--- config.mk ---
export PLATFORM = sky130hd
export DESIGN_NAME = dispatch_stage
export DESIGN_NICKNAME = d
export VERILOG_FILES = /design/src/rtl/dispatch_stage.sv
export SDC_FILE = /design/constraint.sdc
export NUM_CORES = 1
export LEC_CHECK = 0
export CAP_MARGIN = 20
export CORE_AREA = 5 5 153 155
export CTS_CLUSTER_DIAMETER = 100
export DETAILED_ROUTE_END_ITERATION = 6
export DIE_AREA = 0 0 158 160
export PLACE_DENSITY = 0.72
export SLEW_MARGIN = 20
export SYNTH_ARGS = -nofsm -noshare
export SYNTH_HDL_FRONTEND = slang
export SYNTH_SLANG_ARGS = --single-unit
export TNS_END_PERCENT = 30
--- constraint.sdc ---
create_clock -name clk -period 4.65 [get_ports clk]
set_clock_uncertainty 0.05 [all_clocks]
set_input_delay 1.395 -clock clk [delete_from_list [all_inputs] [get_ports clk]]
set_output_delay 1.395 -clock clk [all_outputs]
set_load 0.01 [all_outputs]
--- src/rtl/dispatch_stage.sv ---
// Dispatch stage: instruction FIFO, head decode, ROB tag allocation and
// ready-qualified push into the ALU/AGU/MUL/DIV issue queues.
module dispatch_stage #(
   parameter int DEPTH    = 4,
   parameter int TAG_W    = 5,
   parameter int BR_STALL = 1
) (
   input  logic             clk,
   input  logic             rst_n,
   input  logic             if_valid,
   input  logic [31:0]      if_icode,
   input  logic [31:0]      if_pc,
   output logic             if_ready,
   input  logic             flush,
   input  logic             rob_ready,
   input  logic             alu_ready,
   input  logic             agu_ready,
   input  logic             mul_ready,
   input  logic             div_ready,
   input  logic             br_resolve,
   output logic             disp_valid,
   output logic [1:0]       disp_unit,
   output logic [2:0]       disp_alu_ext,
   output logic             disp_ls,
   output logic             disp_reg_w,
   output logic             disp_jmp,
   output logic             disp_jmp_reg,
   output logic             disp_branch,
   output logic [1:0]       disp_op1_sel,
   output logic             disp_op2_sel,
   output logic [31:0]      disp_icode,
   output logic [31:0]      disp_pc,
   output logic [TAG_W-1:0] disp_tag,
   output logic             br_pending,
   output logic             illegal
);

   localparam int PTR_W = $clog2(DEPTH);
   localparam logic [PTR_W:0] FULL_CNT = (PTR_W+1)'(DEPTH);

   typedef enum logic [1:0] {UNIT_ALU = 2'd0, UNIT_AGU = 2'd1, UNIT_MUL = 2'd2, UNIT_DIV = 2'd3} unit_t;
   typedef enum logic [2:0] {
      EXT_NORMAL = 3'd0, EXT_JAL = 3'd1, EXT_JALR = 3'd2,
      EXT_BRANCH = 3'd3, EXT_ALT = 3'd4, EXT_ADD  = 3'd5
   } ext_t;
   typedef enum logic [1:0] {OP1_ZERO = 2'd0, OP1_RS1 = 2'd1, OP1_PC = 2'd2} op1_t;

   typedef struct packed {
      logic [31:0] icode;
      logic [31:0] pc;
   } entry_t;

   entry_t           mem [DEPTH];
   logic [PTR_W-1:0] rd_ptr, wr_ptr;
   logic [PTR_W:0]   count;
   logic [TAG_W-1:0] tag;

   entry_t   head;
   logic     head_valid, push, pop, fire, legal, unit_ready;
   unit_t    unit;
   ext_t     ext;
   op1_t     op1;
   logic     ls, reg_w, jmp, jmp_reg, branch, op2;
   logic [6:0] opcode, f7;
   logic [2:0] f3;

   assign head       = mem[rd_ptr];
   assign head_valid = (count != '0);
   assign if_ready   = (count != FULL_CNT);
   assign opcode     = head.icode[6:0];
   assign f3         = head.icode[14:12];
   assign f7         = head.icode[31:25];

   // NOTE: every output of a combinational block gets a default first, so no path leaves it unassigned and no latch is inferred.
   always_comb begin
      legal   = 1'b1;
      unit    = UNIT_ALU;
      ext     = EXT_NORMAL;
      op1     = OP1_ZERO;
      op2     = 1'b0;
      ls      = 1'b0;
      reg_w   = 1'b0;
      jmp     = 1'b0;
      jmp_reg = 1'b0;
      branch  = 1'b0;
      unique case (opcode)
         7'b0110011: begin
            op1   = OP1_RS1;
            op2   = 1'b1;
            reg_w = 1'b1;
            if (f7 == 7'h01) unit = f3[2] ? UNIT_DIV : UNIT_MUL;
            else             ext  = (f7 == 7'h20) ? EXT_ALT : EXT_NORMAL;
         end
         7'b0010011: begin
            op1   = OP1_RS1;
            reg_w = 1'b1;
            ext   = (f7 == 7'h20) ? EXT_ALT : EXT_NORMAL;
         end
         7'b0110111: begin ext = EXT_ADD; reg_w = 1'b1; end
         7'b0010111: begin ext = EXT_ADD; op1 = OP1_PC; reg_w = 1'b1; end
         7'b0000011: begin unit = UNIT_AGU; op1 = OP1_RS1; reg_w = 1'b1; end
         7'b0100011: begin unit = UNIT_AGU; ls = 1'b1; op1 = OP1_RS1; op2 = 1'b1; end
         7'b1100011: begin ext = EXT_BRANCH; op1 = OP1_RS1; op2 = 1'b1; branch = 1'b1; end
         7'b1101111: begin ext = EXT_JAL; op1 = OP1_PC; op2 = 1'b1; jmp = 1'b1; reg_w = 1'b1; end
         7'b1100111: begin
            ext     = EXT_JALR;
            op1     = OP1_RS1;
            jmp     = 1'b1;
            jmp_reg = 1'b1;
            reg_w   = 1'b1;
         end
         default: legal = 1'b0;
      endcase
   end

   always_comb begin
      unique case (unit)
         UNIT_ALU: unit_ready = alu_ready;
         UNIT_AGU: unit_ready = agu_ready;
         UNIT_MUL: unit_ready = mul_ready;
         default:  unit_ready = div_ready;
      endcase
   end

   // Illegal heads are dropped regardless of downstream readiness or a pending branch.
   assign fire    = head_valid & legal & ~br_pending & rob_ready & unit_ready & ~flush;
   assign illegal = head_valid & ~legal & ~flush;
   assign pop     = fire | illegal;
   assign push    = if_valid & if_ready & ~flush;

   assign disp_valid   = fire;
   assign disp_unit    = unit;
   assign disp_alu_ext = ext;
   assign disp_ls      = ls;
   assign disp_reg_w   = reg_w;
   assign disp_jmp     = jmp;
   assign disp_jmp_reg = jmp_reg;
   assign disp_branch  = branch;
   assign disp_op1_sel = op1;
   assign disp_op2_sel = op2;
   assign disp_icode   = head.icode;
   assign disp_pc      = head.pc;
   assign disp_tag     = tag;

   // NOTE: FIFO storage has no reset; count alone decides validity, so stale entries are never observed.
   always_ff @(posedge clk) begin
      if (push) mem[wr_ptr] <= '{icode: if_icode, pc: if_pc};
   end

   // NOTE: sequential state uses non-blocking assignments so every register samples pre-edge values.
   always_ff @(posedge clk or negedge rst_n) begin
      if (!rst_n) begin
         rd_ptr <= '0;
         wr_ptr <= '0;
         count  <= '0;
      end else if (flush) begin
         rd_ptr <= '0;
         wr_ptr <= '0;
         count  <= '0;
      end else begin
         if (push) wr_ptr <= wr_ptr + PTR_W'(1);
         if (pop)  rd_ptr <= rd_ptr + PTR_W'(1);
         if (push && !pop)      count <= count + (PTR_W+1)'(1);
         else if (pop && !push) count <= count - (PTR_W+1)'(1);
      end
   end

   // The tag survives flush: the ROB owns recovery of allocated tags.
   always_ff @(posedge clk or negedge rst_n) begin
      if (!rst_n)    tag <= '0;
      else if (fire) tag <= tag + TAG_W'(1);
   end

   generate
      if (BR_STALL != 0) begin : g_br_stall
         always_ff @(posedge clk or negedge rst_n) begin
            if (!rst_n)                     br_pending <= 1'b0;
            else if (flush)                 br_pending <= 1'b0;
            else if (fire && (branch | jmp)) br_pending <= 1'b1;
            else if (br_resolve)            br_pending <= 1'b0;
         end
      end else begin : g_no_stall
         assign br_pending = 1'b0;
      end
   endgenerate

endmodule

== Word-level counts from Yosys, hierarchy flattened ==
Memory sizes are Yosys's and may differ from the RTL's.
Cells that the tools add are included.

* Register bits: 13
* RAM bits: 256
* Input port bits: 74
* Output and inout bits: 86
* Memories kept: 1

{| class="wikitable"
|+ Memories
! name !! depth !! bits a word !! rd ports !! clocked after Yosys merged registers in !! wr ports !! line !! source
|-
| mem || 4 || 64 || 1 || 0 || 1 || 53 || <nowiki>entry_t mem [DEPTH];</nowiki>
|}

* $add $sub $neg: 5
* Eq/ne operators: 14
* Muxes and demuxes: 27
* Bitwise logic cells: 14
* Reductions and logical operators: 19

{| class="wikitable"
|+ Operator list
! cell !! count
|-
| $eq 7x6->1 const B || 4
|-
| $eq 7x7->1 const B || 3
|-
| $pmux 3 s6 || 1
|-
| $mux 3 || 5
|-
| $eq 7x5->1 const B || 2
|-
| $mux 1 || 13
|-
| $mux 2 || 5
|-
| $and 1x1->1 || 9
|-
| $reduce_bool 3->1 || 3
|-
| $reduce_or 9->1 || 1
|-
| $pmux 2 s2 || 2
|-
| $reduce_or 2->1 || 4
|-
| $eq 7x1->1 const B || 1
|-
| $eq 7x2->1 const B || 1
|-
| $reduce_or 7->1 || 1
|-
| $reduce_or 6->1 || 1
|-
| $add 5x1->5 const B || 1
|-
| $add 2x1->2 const B || 2
|-
| $reduce_bool 2->1 || 2
|-
| $reduce_or 4->1 || 1
|-
| $add 3x1->3 const B || 1
|-
| $logic_and 1x1->1 || 3
|-
| $ne 3x3->1 const B || 1
|-
| $not 1->1 || 3
|-
| other kinds (7) || 9
|}

== Logic depth before layout (Yosys ltp) ==
An unclocked memory read counts as a cell.

* Word-level depth: 14
* Gate-level depth with buffers: 13
* Gate-level depth less buffers: 11

== Worst setup path after synthesis ==
Ideal clock, no wire load.

* Kind: register to register
* Start point: register rd_ptr[0]
* End point: register count[2]
* Arrival time: 3.834 ns
* Required time: 4.520 ns
* Slack: 0.686 ns
* Stages on the path, launching flop included: 12
* Buffers on the path: 1
* Period minus slack after synthesis: 3.964 ns
* Path through: dfrtp_1 -> buf_6 -> mux4_2 -> or4_4 -> or3_4 -> mux2i_1 -> nor3_1 -> or2_1 -> nor3_1 -> fa_1 -> or4b_2 -> o211ai_2

* Elaborated cells between the ends (all ways): 36
* Classes of those cells: 12 x eq/ne; 7 x mux; 9 x bitwise; 7 x reduce/logical; 1 x memory

{| class="wikitable"
|+ RTL lines
! item !! line !! source
|-
| from (decl) || 54 || <nowiki>logic [PTR_W-1:0] rd_ptr, wr_ptr;</nowiki>
|-
| from (signal assigned) || 162 || <nowiki>if (pop) rd_ptr <= rd_ptr + PTR_W'(1);</nowiki>
|-
| $mem_v2 4x64 * || - ||
|-
| net disp_icode[28] || 31 || <nowiki>output logic [31:0] disp_icode,</nowiki>
|-
| $eq 7x1->1 * || 91 || <nowiki>if (f7 == 7'h01) unit = f3[2] ? UNIT_DIV : UNIT_MUL;</nowiki>
|-
| $mux 2 * || 91 ||
|-
| $pmux 2 s2 * || 86 || <nowiki>unique case (opcode)</nowiki>
|-
| $eq 2x2->1 (tied with other cells) || 117 || <nowiki>unique case (unit)</nowiki>
|-
| $pmux 1 s3 * || 117 ||
|-
| $and 1x1->1 * (2 in a row) || 126 || <nowiki>assign fire = head_valid & legal & ~br_pending & rob_ready & unit_ready & ~flush;</nowiki>
|-
| $or 1x1->1 * || 128 || <nowiki>assign pop = fire | illegal;</nowiki>
|-
| $logic_not 1->1 || 163 || <nowiki>if (push && !pop) count <= count + (PTR_W+1)'(1);</nowiki>
|-
| $logic_and 1x1->1 || 163 ||
|-
| $mux 3 || 163 ||
|-
| $mux 3 || 156 || <nowiki>end else if (flush) begin</nowiki>
|-
| to (signal assigned) || 163 ||
|-
| to (signal assigned) || 164 || <nowiki>else if (pop && !push) count <= count - (PTR_W+1)'(1);</nowiki>
|-
| to (decl) || 55 || <nowiki>logic [PTR_W:0] count;</nowiki>
|}

The timed path passes the listed nets; every way through them passes the cells marked *.
A chain may end at the register's enable or synchronous reset.

== Worst setup path after layout ==
* Start point: register rd_ptr[0]
* End point: output port disp_valid

* Cells in the longest elaborated chain, start to end: 9
* Elaborated cells between the ends (all ways): 26
* Classes of those cells: 12 x eq/ne; 5 x mux; 5 x bitwise; 3 x reduce/logical; 1 x memory

{| class="wikitable"
|+ Ends and longest elaborated chain
! item !! line !! source
|-
| $mem_v2 4x64 * || - ||
|-
| $eq 7x6->1 (tied with other cells) || 86 ||
|-
| $reduce_or 9->1 (no line) || - ||
|-
| $mux 1 || 86 ||
|-
| $and 1x1->1 (3 in a row) || 126 ||
|-
| $and 1x1->1 * (2 in a row) || 126 ||
|-
| to (decl) || 21 || <nowiki>output logic disp_valid,</nowiki>
|}

Mark *: on every way between the ends. The rest lies on a longest branch, timed or not.

==> results.json <==
{
  "cts.path.max_buffers": 3,
  "p_leak_nw": 4.41,
  "die_h_um": 160,
  "num-fill-cells": 1549,
  "antenna_found_initial": 1,
  "synth.distinct_cells": 51,
  "post_synth_inst_count": 476,
  "timing.critical_path.slowest_cell_delay_ps": 560,
  "mostFrequentLayoutCell": "sky130_fd_sc_hd__edfxtp_1",
  "route.met3.wl_um": 1830,
  "die_width_um": 158,
  "period_needed_ps": 4550,
  "timing.slew.headroom_pct": 55.0,
  "slowest_stage": "sky130_fd_sc_hd__or4_4",
  "numPlacedInstances": 915,
  "track_usage_pct": 16.5,
  "hold_buffers": 0,
  "gp_routability_congestion": 0.955,
  "slew_violations": 0,
  "setup_viol": 0,
  "wl_met2_um": 10400,
  "clkTransAtPathRegs_ps": 60,
  "synth.ff_latch_count": 269,
  "leftover_overflow_at_the_end_of_global_routing": 0,
  "design.die.area_um2": 25300,
  "route.vias.total": 5331,
  "clkSinkCount": 269,
  "powerDensity_nw_per_um2": 515,
  "numPortBuffers": 159,
  "netSwitchingFraction_pct": 26.6,
  "vdd_ir_drop_max_uv": 348,
  "firstDrtPassIters": 4,
  "final_core_util_pct": 61.4,
  "tns_ps": 0,
  "final_cell_mix": "sky130_fd_sc_hd__edfxtp_1 (256), sky130_fd_sc_hd__clkdlybuf4s50_1 (150), sky130_fd_sc_hd__mux4_2 (62)",
  "r2r_start": "rd_ptr[0]$_DFFE_PN0P_",
  "synth_enable_flop_cells": 256,
  "hold_depth": 1,
  "netlist_area_um2": 10400,
  "top_signal_layer_used": "met5",
  "worst_endpoint_required_time_ps": 3200,
  "switchingPower_mw": 1.82,
  "yosys_warnings": 0,
  "drive_gt1_share_pct": 20.6,
  "post_layout_nonfiller_instances": 965,
  "regToRegSetupSlack_ps": 660,
  "comb_power_share_pct": 28.2,
  "sequentialPowerShare_pct": 42.3,
  "design.core.area_um2": 21700,
  "first_global_vias": 5776,
  "finalWirelength_um": 21000,
  "worstPathCellList": "mux4_2, or4_4, or3_4, mux2i_1, nor3_1, clkdlybuf4s15_2",
  "syn_nets": 556,
  "wl_met1_um": 8370,
  "worst_hold_path.endpoint": "disp_tag[4]$_DFFE_PN0P_",
  "max_slew.worst_pin.slew_ps": 673,
  "critical_path_end_type": "primary output",
  "path_max_fanout": 6,
  "holdCritPathClass": "reg2reg",
  "synthesized_area_per_cell_um2": 21.8,
  "rows": 54,
  "grt_pass1_wl_um": 32400,
  "initial_utilization_pct": 47.8,
  "hold_violations": 0,
  "cap_viol_max_count": 0,
  "outcome": "complete, no violations",
  "most_used_flip_flop_cell_after_synthesis": "sky130_fd_sc_hd__edfxtp_1",
  "num-nets-final": 745,
  "initialDrtViolationCount": 345,
  "tritoncts_clock_tree": "yes",
  "rsz_0062_raised_after_global_routing": "true",
  "cp.arrival_ps": 3100,
  "fmaxAchievable_mhz": 220,
  "area_growth_syn_to_layout_pct": 28.4,
  "period_share_pct": 97.8,
  "post_synth_arst_share_pct": 4.83,
  "io_pins": 160,
  "cts_htree_levels": 1,
  "finalHoldWorstSlack_ps": 428,
  "cts_made_buffers": 27,
  "insertedDiodeCount": 0,
  "cts-root-buf": "sky130_fd_sc_hd__clkbuf_16",
  "worstHoldStart": "disp_tag[4]$_DFFE_PN0P_",
  "largest_net_degree_at_the_start_of_global_routing": 30,
  "avgViaCountPerCell": 5.52,
  "insertion_delay_ps": 510,
  "wire_per_inst_um": 21.7,
  "sum_of_net_half_perimeters_after_detailed_placement_um": 13900,
  "post_route_antenna_net_violation_count": 0,
  "start_kind": "flip-flop",
  "intPower_mw": 5.03,
  "drcViolationCount": 0,
  "clkPwrFrac_pct": 29.5,
  "reg2reg_to": "count[2]$_DFFE_PN0P_",
  "preCtsSetupSlack_ps": -18.6,
  "crit_path_class": "reg2out",
  "r2r_cells": 10,
  "sequential_to_total_area_share_from_yosys_stat_pct": 77.3,
  "worst_slack_ps": 103
}
-- worst max-delay path by stage --
stage / start / to
final: rd_ptr[0]$_DFFE_PN0P_ / disp_valid
after global routing: rd_ptr[0]$_DFFE_PN0P_ / disp_valid
after CTS: rd_ptr[0]$_DFFE_PN0P_ / disp_valid
after detailed placement: flush / disp_valid
after global placement: flush / disp_valid
after floorplan: rd_ptr[0]$_DFFE_PN0P_ / count[2]$_DFFE_PN0P_
-- routing by layer --
layer | global-route usage (%) | vias to the layer above
li1 | - | 2368
met1 | 22.2 | 2715
met2 | 27.1 | 214
met3 | 4.36 | 32
met4 | 4.15 | 2
met5 | 0 | -
-- power by group through the flow --
stage	combinational, mW	sequential (mW)	clock [mW]
2_1_floorplan	1.04	2.92	0
3_3_place_gp	1.91	2.93	0
3_5_place_dp	1.92	2.95	0
4_1_cts	1.96	2.90	2.07
5_1_grt	2.07	2.91	2.19
6_report	1.93	2.90	2.02
-- cell families (layout without fill, tap and decap cells) --
family / after synthesis / in the layout / share of synthesized area [%]
buffers and inverters: 31 / 240 / 1.28
muxes: 70 / 70 / 14.7
adders and majority gates: 6 / 6 / 0.797
AOI/OAI and AO/OA: 25 / 25 / 1.83
DFF: 269 / 269 / 77.3
xor gates and xnor gates: 5 / 5 / 0.422
and+or+nand+nor: 70 / 70 / 3.69
-- cell usage after synthesis (2+ instances only) --
library cell               instances  area share [%]
sky130_fd_sc_hd__o211ai_1          3            0.22
sky130_fd_sc_hd__o31ai_1           2            0.14
sky130_fd_sc_hd__ha_1              5            0.60
sky130_fd_sc_hd__o21ai_0           2           0.097
sky130_fd_sc_hd__and3_1            3            0.18
sky130_fd_sc_hd__o21a_1            2            0.14
sky130_fd_sc_hd__nand3_1           3            0.14
sky130_fd_sc_hd__nand2b_1          3            0.18
sky130_fd_sc_hd__nor3_1           13            0.63
sky130_fd_sc_hd__clkbuf_1         10            0.36
sky130_fd_sc_hd__mux4_1            4             1.0
sky130_fd_sc_hd__buf_1             6            0.22
sky130_fd_sc_hd__xnor2_1           4            0.34
sky130_fd_sc_hd__mux4_2           60              13
sky130_fd_sc_hd__and2_1            6            0.36
sky130_fd_sc_hd__nand2_1          14            0.51
sky130_fd_sc_hd__mux2i_1           4            0.39
sky130_fd_sc_hd__nor2_1           13            0.47
sky130_fd_sc_hd__edfxtp_1        256              74
sky130_fd_sc_hd__a21oi_1           6            0.29
sky130_fd_sc_hd__nand4b_1          2            0.17
sky130_fd_sc_hd__dfrtp_1          13             3.1
sky130_fd_sc_hd__nor4b_1           2            0.17
sky130_fd_sc_hd__buf_6             2            0.22
sky130_fd_sc_hd__inv_1            11            0.40
sky130_fd_sc_hd__nand4_1           2            0.12
-- metrics by stage --
stage	cell area, um2	power, mW
2_1_floorplan	10400	3.96
3_3_place_gp	12400	4.84
3_5_place_dp	12400	4.87
4_1_cts	13300	6.93
5_1_grt	13300	7.18
6_report	13300	6.85
-- critical path: cells and delay by family (launching register included) --
| family | cells | cell delay, ps |
|---|---|---|
| AND/OR/NAND/NOR | 3 | 1150 |
| multiplexers | 2 | 680 |
| flip-flops | 1 | 490 |
| buffers and inverters | 1 | 250 |
-- repair_timing --
action                     4_1_cts  5_1_grt
pin swaps                        0        0
setup endpoints to repair       11        7
buffers inserted                 1        0
gates resized for setup         13        9
-- sequential cells by signal, indices dropped and copies added (netlist names) --
| register | cells |
|---|---|
| count | 3 |
| rd_ptr | 2 |
| disp_tag | 5 |
| mem | 256 |
| br_pending | 1 |
| wr_ptr | 2 |
-- final cells by class --
class | instances | area [um2] | area share (%)
timing repair buffer | 179 | 1830 | 13.7
multi-input combinational | 176 | 2230 | 16.7
inverter | 12 | 45.0 | 0.338
clock buffer | 32 | 694 | 5.22
tap | 280 | 350 | 2.63
clock inverter | 17 | 146 | 1.10
sequential | 269 | 8020 | 60.2
Power figures use the tool's default switching activity.
